<file path="src/rtl/tty_pkg.sv">
// Shared types and helpers for the tty UART console monitor.
package tty_pkg;

  typedef enum logic [2:0] {
    RX_IDLE,
    RX_START,
    RX_DATA,
    RX_STOP,
    RX_WAIT_HIGH
  } rx_state_e;

  typedef enum logic [1:0] {
    TX_IDLE,
    TX_START,
    TX_DATA,
    TX_STOP
  } tx_state_e;

  localparam logic [7:0] EOT = 8'h04;

  function automatic int unsigned div_calc(input int unsigned clk, input int unsigned baud);
    return clk / baud;
  endfunction

endpackage

</file>
<file path="src/rtl/tty_uart_tx.sv">
// 8N1 serial transmitter: shift register plus bit counter, DIV clocks per bit.
module tty_uart_tx
  import tty_pkg::*;
#(
  parameter int unsigned DIV = 10
) (
  input  logic       clock,
  input  logic       reset,
  input  logic       start,
  input  logic [7:0] data,
  output logic       busy,
  output logic       tx
);

  localparam int unsigned CW = $clog2(DIV);
  localparam logic [CW-1:0] LAST = CW'(DIV - 1);

  tx_state_e     state_q, state_d;
  logic [CW-1:0] cnt_q, cnt_d;
  logic [2:0]    bit_q, bit_d;
  logic [7:0]    sh_q, sh_d;
  logic          tx_q, tx_d;

  always_ff @(posedge clock or posedge reset) begin
    if (reset) begin
      state_q <= TX_IDLE;
      cnt_q   <= '0;
      bit_q   <= '0;
      sh_q    <= '0;
      tx_q    <= 1'b1;
    end else begin
      state_q <= state_d;
      cnt_q   <= cnt_d;
      bit_q   <= bit_d;
      sh_q    <= sh_d;
      tx_q    <= tx_d;
    end
  end

  always_comb begin
    state_d = state_q;
    cnt_d   = cnt_q + CW'(1);
    bit_d   = bit_q;
    sh_d    = sh_q;
    tx_d    = tx_q;
    case (state_q)
      TX_IDLE: begin
        cnt_d = '0;
        tx_d  = 1'b1;
        if (start) begin
          state_d = TX_START;
          sh_d    = data;
          tx_d    = 1'b0;
        end
      end
      TX_START: begin
        if (cnt_q == LAST) begin
          cnt_d   = '0;
          bit_d   = '0;
          state_d = TX_DATA;
          tx_d    = sh_q[0];
        end
      end
      TX_DATA: begin
        if (cnt_q == LAST) begin
          cnt_d = '0;
          sh_d  = {1'b0, sh_q[7:1]};
          if (bit_q == 3'd7) begin
            state_d = TX_STOP;
            tx_d    = 1'b1;
          end else begin
            bit_d = bit_q + 3'd1;
            tx_d  = sh_q[1];
          end
        end
      end
      TX_STOP: begin
        if (cnt_q == LAST) begin
          cnt_d   = '0;
          state_d = TX_IDLE;
          tx_d    = 1'b1;
        end
      end
      default: state_d = TX_IDLE;
    endcase
  end

  assign busy = (state_q != TX_IDLE);
  assign tx   = tx_q;

endmodule

</file>
<file path="src/rtl/tty_uart_monitor.sv">
// UART console monitor: receives SRX, flags framing errors, latches finish on EOT, optional echo.
// Define TTY_PRINT_EN to compile a simulation-only console printer.
module tty_uart_monitor
  import tty_pkg::*;
#(
  parameter int unsigned BAUD_RATE   = 115200,
  parameter int unsigned ECHO        = 0,
  parameter int unsigned CLK_FREQ_HZ = 100_000_000
) (
  input  logic       clock,
  input  logic       reset,
  input  logic       SRX,
  output logic       STX,
  output logic       rx_valid,
  output logic [7:0] rx_data,
  output logic       framing_err,
  output logic       finish,
  output logic       tx_busy,
  output logic       overrun
);

  localparam int unsigned DIV = div_calc(CLK_FREQ_HZ, BAUD_RATE);
  localparam int unsigned CW  = $clog2(DIV);
  localparam logic [CW-1:0] LAST = CW'(DIV - 1);
  localparam logic [CW-1:0] HALF = CW'(DIV / 2 - 1);

  logic [1:0]    sync_q;
  logic          rxs;
  rx_state_e     rx_state_q, rx_state_d;
  logic [CW-1:0] rx_cnt_q, rx_cnt_d;
  logic [2:0]    rx_bit_q, rx_bit_d;
  logic [7:0]    rx_sh_q, rx_sh_d;
  logic [7:0]    rx_data_q, rx_data_d;
  logic          rx_valid_q, rx_valid_d;
  logic          fe_q, fe_d;
  logic          finish_q, finish_d;

  assign rxs = sync_q[1];

  always_ff @(posedge clock or posedge reset) begin
    if (reset) begin
      sync_q     <= '1;
      rx_state_q <= RX_IDLE;
      rx_cnt_q   <= '0;
      rx_bit_q   <= '0;
      rx_sh_q    <= '0;
      rx_data_q  <= '0;
      rx_valid_q <= 1'b0;
      fe_q       <= 1'b0;
      finish_q   <= 1'b0;
    end else begin
      sync_q     <= {sync_q[0], SRX};
      rx_state_q <= rx_state_d;
      rx_cnt_q   <= rx_cnt_d;
      rx_bit_q   <= rx_bit_d;
      rx_sh_q    <= rx_sh_d;
      rx_data_q  <= rx_data_d;
      rx_valid_q <= rx_valid_d;
      fe_q       <= fe_d;
      finish_q   <= finish_d;
    end
  end

  always_comb begin
    rx_state_d = rx_state_q;
    rx_cnt_d   = rx_cnt_q + CW'(1);
    rx_bit_d   = rx_bit_q;
    rx_sh_d    = rx_sh_q;
    rx_data_d  = rx_data_q;
    rx_valid_d = 1'b0;
    fe_d       = 1'b0;
    finish_d   = finish_q;
    case (rx_state_q)
      RX_IDLE: begin
        rx_cnt_d = '0;
        if (!rxs) rx_state_d = RX_START;
      end
      RX_START: begin
        if (rx_cnt_q == HALF) begin
          rx_cnt_d   = '0;
          rx_bit_d   = '0;
          rx_state_d = rxs ? RX_IDLE : RX_DATA;
        end
      end
      RX_DATA: begin
        if (rx_cnt_q == LAST) begin
          rx_cnt_d = '0;
          rx_sh_d  = {rxs, rx_sh_q[7:1]};
          if (rx_bit_q == 3'd7) rx_state_d = RX_STOP;
          else                  rx_bit_d   = rx_bit_q + 3'd1;
        end
      end
      RX_STOP: begin
        if (rx_cnt_q == LAST) begin
          rx_cnt_d   = '0;
          rx_state_d = RX_WAIT_HIGH;
          if (rxs) begin
            rx_data_d  = rx_sh_q;
            rx_valid_d = 1'b1;
            if (rx_sh_q == EOT) finish_d = 1'b1;
          end else begin
            fe_d = 1'b1;
          end
        end
      end
      RX_WAIT_HIGH: begin
        // A held-low break parks here so it cannot look like a new start bit.
        rx_cnt_d = '0;
        if (rxs) rx_state_d = RX_IDLE;
      end
      default: rx_state_d = RX_IDLE;
    endcase
  end

  assign rx_valid    = rx_valid_q;
  assign rx_data     = rx_data_q;
  assign framing_err = fe_q;
  assign finish      = finish_q;

  if (ECHO != 0) begin : g_echo
    logic       tx_start, tx_busy_w, tx_line;
    logic [7:0] tx_byte;
    logic       hold_v_q, hold_v_d;
    logic [7:0] hold_q, hold_d;
    logic       ovr_q, ovr_d;

    // An idle transmitter drains the holding byte first; a byte arriving in that
    // same cycle refills the holding register so ordering is preserved.
    always_comb begin
      tx_start = 1'b0;
      tx_byte  = rx_data_q;
      hold_v_d = hold_v_q;
      hold_d   = hold_q;
      ovr_d    = 1'b0;
      if (!tx_busy_w) begin
        if (hold_v_q) begin
          tx_start = 1'b1;
          tx_byte  = hold_q;
          hold_v_d = rx_valid_q;
          if (rx_valid_q) hold_d = rx_data_q;
        end else if (rx_valid_q) begin
          tx_start = 1'b1;
        end
      end else if (rx_valid_q) begin
        if (!hold_v_q) begin
          hold_v_d = 1'b1;
          hold_d   = rx_data_q;
        end else begin
          ovr_d = 1'b1;
        end
      end
    end

    always_ff @(posedge clock or posedge reset) begin
      if (reset) begin
        hold_v_q <= 1'b0;
        hold_q   <= '0;
        ovr_q    <= 1'b0;
      end else begin
        hold_v_q <= hold_v_d;
        hold_q   <= hold_d;
        ovr_q    <= ovr_d;
      end
    end

    tty_uart_tx #(.DIV(DIV)) u_tx (
      .clock (clock),
      .reset (reset),
      .start (tx_start),
      .data  (tx_byte),
      .busy  (tx_busy_w),
      .tx    (tx_line)
    );

    assign STX     = tx_line;
    assign tx_busy = tx_busy_w;
    assign overrun = ovr_q;
  end else begin : g_no_echo
    assign STX     = 1'b1;
    assign tx_busy = 1'b0;
    assign overrun = 1'b0;
  end

`ifdef TTY_PRINT_EN
  logic fin_seen_q;
  always_ff @(posedge clock or posedge reset) begin
    if (reset) begin
      fin_seen_q <= 1'b0;
    end else begin
      fin_seen_q <= finish_q;
      if (rx_valid_q) $write("%c", rx_data_q);
      if (fe_q) $write("[tty framing error]");
      if (finish_q && !fin_seen_q) $write("[tty finish]");
    end
  end
`endif

endmodule

</file>
<file path="config.mk">
export PLATFORM = sky130hd
export DESIGN_NAME = tty_uart_monitor
export DESIGN_NICKNAME = d
export VERILOG_FILES = /design/src/rtl/tty_pkg.sv /design/src/rtl/tty_uart_tx.sv /design/src/rtl/tty_uart_monitor.sv
export SDC_FILE = /design/constraint.sdc
export NUM_CORES = 1
export LEC_CHECK = 0
export CAP_MARGIN = 20
export CORE_MARGIN = 8
export CORE_UTILIZATION = 45
export CTS_BUF_LIST = sky130_fd_sc_hd__clkbuf_8
export DETAILED_ROUTE_END_ITERATION = 10
export PLACE_DENSITY = 0.65
export SYNTH_ARGS = -nofsm -noshare
export SYNTH_HDL_FRONTEND = slang
export SYNTH_HIERARCHICAL = 1
export SYNTH_SLANG_ARGS = --single-unit
</file>
<file path="constraint.sdc">
create_clock -name clock -period 4.4 [get_ports clock]
set_input_delay 0.88 -clock clock [delete_from_list [all_inputs] [get_ports clock]]
set_output_delay 0.88 -clock clock [all_outputs]
set_load 0.005 [all_outputs]
</file>
==> metrics.md <==
| Metric | Value |
|---|---|
| CP Launch Type | flip-flop |
| Initial antenna violation count | 0 |
| Commonest non-fill, non-tap cell in the layout | dfrtp_1 |
| Avg Vias per Cell | 5.25 |
| CTS tree | done |
| Fin Setup TNS | 0 ps |
| Yosys warns | 6 |
| Grt total ovfl | 0 |
| H-tree lvl count | 2 |
| Status | finished, final reports clean |
| Mean post-synth cell area | 12.7 um2 |
| Area of the multi-input gates | 749 um2 |
| Leak | 0.000938 uW |
| Primary FF master, synth | dfrtp_1 |
| Post-DP HPWL | 2170 um |
| CTS Root Cell | clkbuf_8 |
| Vias in the first global route | 1,068 |
| CTS sink count | 37 |
| Layout cells sized above 1 | 0.247 |
| Final Net Count | 160 |
| Worst r2r dst | rx_bit_q[0] |
| Die ar. | 6150 um2 |
| PD cells | 322 nW/um2 |
| Critical path arrival | 2270 ps |
| DR iter-0 viols | 48 |
| Post-CTS Setup Inserts | 0 |
| Die height | 78.4 um |
| Clock transition at path regs | 70 ps |
| CP max stage delay | 450 ps |
| Netlist Area Pre-Place | 1750 um2 |
| Cells after Synth | 138 |
| Synth Area in XOR/XNOR | 0.0400 |
| Sequential cell area fraction in the yosys report | 0.530 |
| Critical path's top delay family | flip-flops |
| Total GRT Usage | 0.108 |
| FF/Latch Area | 928 um2 |
| Crit path cell chain | ha_1 > nor4bb_4 > and3_2 > a32oi_1 > mux2_2 |
| # fillers | 318 |
| Switch share | 0.189 |
| Setup violators final | 0 |
| RSZ-0062 raised after global routing | no |
| Yosys top cell area share | 0.500 |
| Routed wire length | 3010 um |
| Core Footprint | 3720 um2 |
| Post-CTS sizing | 0 |
| Row Count | 22 |
| DR vias | 1,060 |
| Initial core utilization | 0.472 |
| Mux cell area share after synthesis | 0.143 |
| Largest family of logic cells by synthesized area | simple AND/OR/NAND/NOR gates |
| Min-Delay Endpoint | sync_q[1] |
| Synthesis-stage register bit count | 37 |
| Post-synthesis compound-gate area fraction | 0.0393 |
| R2r worst-path depth | 5 |
| Global-route wire length before repair | 5230 um |
| Final Hold Vio Count | 0 |
| Area Growth Syn to Fin | 14.9% |
| Asr flop ratio synth | 1.00 |
| Relative slew slack | 0.385 |
| Fin crit share | 0.476 |
| Maximum operating frequency | 477 MHz |
| Routed Antenna Nets | 0 |
| Port bufs | 13 |
| Simple-gate share of the synthesized area | 0.170 |
| Kind of critical path | flip-flop to flip-flop |
| Synth cell types | 40 |
| CP bufs+invs | 0 |
| Clk network pwr share | 0.457 |
| Req. time, crit path | 4580 ps |
| Hold Path Class | flip-flop to flip-flop |
| Maximum fanout along the worst path | 7 |
| Hold_buf cts | 0 |
| Worst Hold Launch | sync_q[0] |
| GPL Wtd Cong | 0.808 |
| CP max stage cell | dfrtp_1 |
| Hold Path Stages | 0 |
| Adder-cell share of the synthesized area | 0.0286 |
| CTS buffer count | 5 |
| Final Core Density | 0.542 |
| Max_cap viols | 0 |
| TritonRoute pass-1 iters | 4 |
| Shortest period the worst path allows | 2100 ps |
| P_int | 526 uW |
| Synth top area cells | dfrtp_1 (50%), mux2_4 (6.9%), mux2_2 (5.8%) |
| Largest net degree at the start of global routing | 26 |
| Comb pwr share | 0.015 |
| Fin Clk Skew | 6.64 ps |
| IO Count | 17 |
| Clock tree buffer depth | 2 |
| ANT cells | 0 |
| Die X | 78.4 um |
| Seq pwr share | 0.527 |
| Slew Viols, Final | 0 |
| R2R Path Start | rx_cnt_q[0] |
| Critical path capture point type | flip-flop |
| Number of synthesized flops with an enable pin | 0 |
| DRC viols | 0 |
| Leading area contributor after synthesis | dfrtp_1 |
| Slew @ Worst Pin | 922 ps |
| VDD IR max | 0.191 mV |
| Psw | 122 uW |
| Register-to-register setup slack | 2300 ps |
| Wire per inst | 14.9 um |
| Worst-Skew Late Latency | 290 ps |
| Commonest cells after routing, fill and taps aside | dfrtp_1 (35), clkdlybuf4s50_1 (13), nor2_1 (11) |
-- how the worst max path moves through the flow --
stage,to,cells after the start,startpoint,slack [ps]
after floorplan,rx_data[0],6,rx_cnt_q[0],2510
after global placement,sync_q[1],3,reset,2170
after detailed placement,sync_q[1],3,reset,2100
after CTS,rx_sh_q[7],5,rx_cnt_q[0],2300
after global routing,rx_sh_q[5],5,rx_cnt_q[0],2140
final,rx_bit_q[0],5,rx_cnt_q[0],2300
-- cells in the mapped netlist (all sizes together) (2+ instances only) --
| master | number |
|---|---|
| ha | 4 |
| nor2 | 12 |
| buf | 6 |
| dfstp | 2 |
| nand2 | 3 |
| conb | 2 |
| a31o | 2 |
| and3 | 7 |
| nor4bb | 2 |
| nor3 | 7 |
| nand3 | 3 |
| nand4 | 4 |
| inv | 6 |
| mux2 | 17 |
| dfrtp | 35 |
| and4 | 2 |
| xor2 | 7 |
| mux2i | 3 |
-- state kept, by name, indices dropped and copies added, names as in the netlist --
name	count
rx_cnt_q	10
rx_data	8
rx_sh_q	8
rx_bit_q	3
rx_state_q	3
sync_q	2
finish	1
framing_err	1
rx_valid	1
-- cells by family (layout without fill, tap and decap cells) --
group / Yosys count / in the layout
XOR/XNOR: 8 / 8
multiplexers: 20 / 20
AO/OA/AOI/OAI: 8 / 8
buffers and inverters: 13 / 28
flip-flops: 37 / 37
other: 2 / 3
adder cells (fa/ha/maj): 4 / 4
AND/OR/NAND/NOR: 46 / 46
-- worst register-to-register path: cells and delay by family (launching register included) --
kind | cells | cell delay (ps)
AND/OR/NAND/NOR | 2 | 400
AO/OA/AOI/OAI | 1 | 450
adder cells (fa/ha/maj) | 1 | 300
flip-flops | 1 | 450
multiplexers | 1 | 390
-- stage by stage --
| stage | setup WS (ps) | area, um2 | hold WS (ps) | instances | total power [uW] |
|---|---|---|---|---|---|
| global route | 2140 | 2010 | 365 | 202 | 674 |
| global placement | 2170 | 1900 | 349 | 194 | 359 |
| CTS | 2300 | 2010 | 359 | 202 | 658 |
| finish | 2300 | 2010 | 357 | 202 | 649 |
| floorplan | 2510 | 1760 | 345 | 139 | 356 |
| detailed placement | 2100 | 1900 | 347 | 194 | 359 |
-- layer usage --
metal,global-route usage,vias up,part of all wire
met1,0.134,522,0.48
met4,0.0500,0,0.021
met3,0.0399,6,0.044
met5,0,-,0
li1,-,516,-
met2,0.163,16,0.45
-- layout make-up --
| class | count | share of cell area |
|---|---|---|
| Clock buffer | 6 | 0.0410 |
| Clock inverter | 2 | 0.0168 |
| Inverter | 6 | 0.0112 |
| Multi-Input combinational cell | 89 | 0.372 |
| Sequential cell | 37 | 0.461 |
| Tap cell | 48 | 0.0298 |
| Timing Repair Buffer | 14 | 0.0683 |
-- power by group through the flow --
stage,registers [uW],clock network (uW),logic [uW]
after floorplan,348,0,7.91
after global placement,349,0,10.1
after detailed placement,349,0,10.6
after CTS,342,305,10.6
after global routing,342,320,12.0
final,342,297,10.0
(Power assumes the default switching activity.)
==> RTL change (same flow settings) <==
`ECHO`: 0 -> 1.
--- a/src/rtl/tty_uart_monitor.sv
+++ b/src/rtl/tty_uart_monitor.sv
@@ -5,5 +5,5 @@
 #(
   parameter int unsigned BAUD_RATE   = 115200,
-  parameter int unsigned ECHO        = 0,
+  parameter int unsigned ECHO        = 1,
   parameter int unsigned CLK_FREQ_HZ = 100_000_000
 ) (
Behaviour: no difference found for any inputs over 10 cycles, from zero or initial values and one cycle with reset high; that may be too few to reach the edited logic, so the function may still have changed.
==> RTL change against the unedited design <==
Sequential share of layout area is 2.2 points lower; critical path type is now flip-flop to output port; highest routed layer unchanged; cell area is 100% higher; critical endpoint is now tx_busy; setup slack worse by 660 ps; largest power group unchanged; sequential cell count rose by 34; total power is 93% higher; routed wire length rose by 110%; clock power increased by 94%; area after synthesis increased by 100%; largest cell class unchanged.
==> RTL change: results (changes against the unedited design) <==
* # fillers at 701 (was 318)
* Synthesis warning total at 6 (unchanged)
* Top cells by area, synth: dfrtp_1, mux2_2, mux2_4 (was dfrtp_1, mux2_4, mux2_2)
* Max-cap viol count at 0 (unchanged)
* CP top delay family: buffers and inverters (was flip-flops)
* Proportion of synthesized area in mux cells at 17.4% (was 14.3%)
* Critical path data arrival time at 1880 ps (was 2270 ps)
* Vias at 2225 (was 1060)
* Vias per inst at 5.31 (was 5.25)
* Post-Place Cells at 401 (was 194)
* Setup crit start: g_echo.u_tx/state_q[0]$_DFFE_PP0P_ (was rx_cnt_q[0]$_DFF_PP0_)
* CTS Buf Count at 9 (was 5)
* Mean routed wirelength per cell at 15.2 µm (was 14.9 µm)
* Lkg Pwr at 1.97 nW (was 0.938 nW)
* Xor/xnor cell area share of the yosys netlist at 4.20% (was 4.00%)
* Post-synth top cells: dfrtp_1, mux2_2, nor2_1 (was dfrtp_1, nor2_1, mux2_2)
* Switching pwr at 271 µW (was 122 µW)
* Skew-Pair Late Insertion Delay at 350 ps (was 290 ps)
* Buffers and inverters on the worst path at 3 (was 0)
* H-tree depth at 3 (was 2)
* Reg power frac at 52.3% (was 52.7%)
* Gpl congestion at 0.808 (about the same)
* Buffers on Ports at 16 (was 13)
* Synth Area in Compound Gates at 5.12% (was 3.93%)
* Slew at the pin closest to its max-slew limit at 759 ps (was 922 ps)
* Crit-path max cell delay at 540 ps (was 450 ps)
* P_clk at 575 µW (was 297 µW)
* Initial antenna violation count at 0 (unchanged)
* First-pass GRT wire length at 11000 µm (was 5230 µm)
* Layout cells sized above 1 at 25.9% (was 24.7%)
* # nets final at 327 (was 160)
* # diodes at 0 (unchanged)
* HPWL Detailed at 4250 µm (was 2170 µm)
* Slowest CP cell: clkdlybuf4s50_1 (was dfrtp_1)
* Area share of fa/ha/maj cells after synthesis at 4.52% (was 2.86%)
* DR iter-0 viols at 53 (was 48)
* Yosys cell types at 50 (was 40)
* Worst VDD drop at 0.000227 V (was 0.000191 V)
* Avg Cell Area, Syn at 12.1 µm² (was 12.7 µm²)
* Total global-route track usage at 12.3% (was 10.8%)
* CP max FO at 8 (was 7)
* Status: complete, no violations (unchanged)
* Post-CTS sizing at 0 (unchanged)
* Seq/Total Area, Yosys at 50.2% (was 53.0%)
* Largest net degree at the start of global routing at 48 (was 26)
* CTS Root Cell: clkbuf_8 (unchanged)
* Post-CTS Setup Inserts at 0 (unchanged)
* Largest area contributor in the netlist: dfrtp_1 (unchanged)
* DP Worst Slack at 1970 ps (was 2100 ps)
* Setup Skew at 9.21 ps (was 6.64 ps)
* Number of global-route vias before repair at 2279 (was 1068)
-- RTL change: changes by cell type in the layout (fill, tap and decap cells not counted), sizes merged, moves of 7 or more --
cell	change
dfrtp	+33
ha	+8
mux2	+34
nand2	+14
nand3	+10
nor2	+7
nor3	+7
xor2	+7
-- RTL change: worst paths after layout --
| check | endpoint | slack, ps | cells past startpoint |
|---|---|---|---|
| max | tx_busy | 1640 | 4 |
| min | sync_q[1]$_DFF_PP1_ | 360 | 0 |
| max reg2reg | g_echo.u_tx/sh_q[5]$_DFFE_PP0P_ | 1970 | 7 |
| min reg2reg | sync_q[1]$_DFF_PP1_ | 360 | 0 |
| max in group asynchronous | g_echo.hold_q[7]$_DFFE_PP0P_ | 2970 | 3 |
| min in group asynchronous | g_echo.u_tx/cnt_q[8]$_DFF_PP0_ | 760 | 2 |
-- RTL change: metrics by stage --
| stage | power, mW | cell area, µm² |
|---|---|---|
| 2_1_floorplan | 0.677 | 3550 |
| 3_3_place_gp | 0.683 | 3780 |
| 3_5_place_dp | 0.684 | 3780 |
| 4_1_cts | 1.27 | 4000 |
| 5_1_grt | 1.30 | 4060 |
| 6_report | 1.25 | 4060 |
-- RTL change: routing by layer --
| layer | share of wire [%] | global-route usage, % | vias to the layer above |
|---|---|---|---|
| met1 | 50 | 15.4 | 1107 |
| met5 | 0 | 0 | - |
| met3 | 3.3 | 4.42 | 6 |
| met2 | 46 | 19.0 | 25 |
| met4 | 1.2 | 4.59 | 0 |
| li1 | - | - | 1087 |
-- RTL change: cell type report --
cell class                 count  area [µm²]  area share (%)
tap                          102         128            3.15
sequential                    71        1780            43.9
inverter                       9        33.8           0.833
clock inverter                 7        97.6            2.41
multi-input combinational    203        1680            41.3
timing repair buffer          18         215            5.31
clock buffer                   9         124            3.05
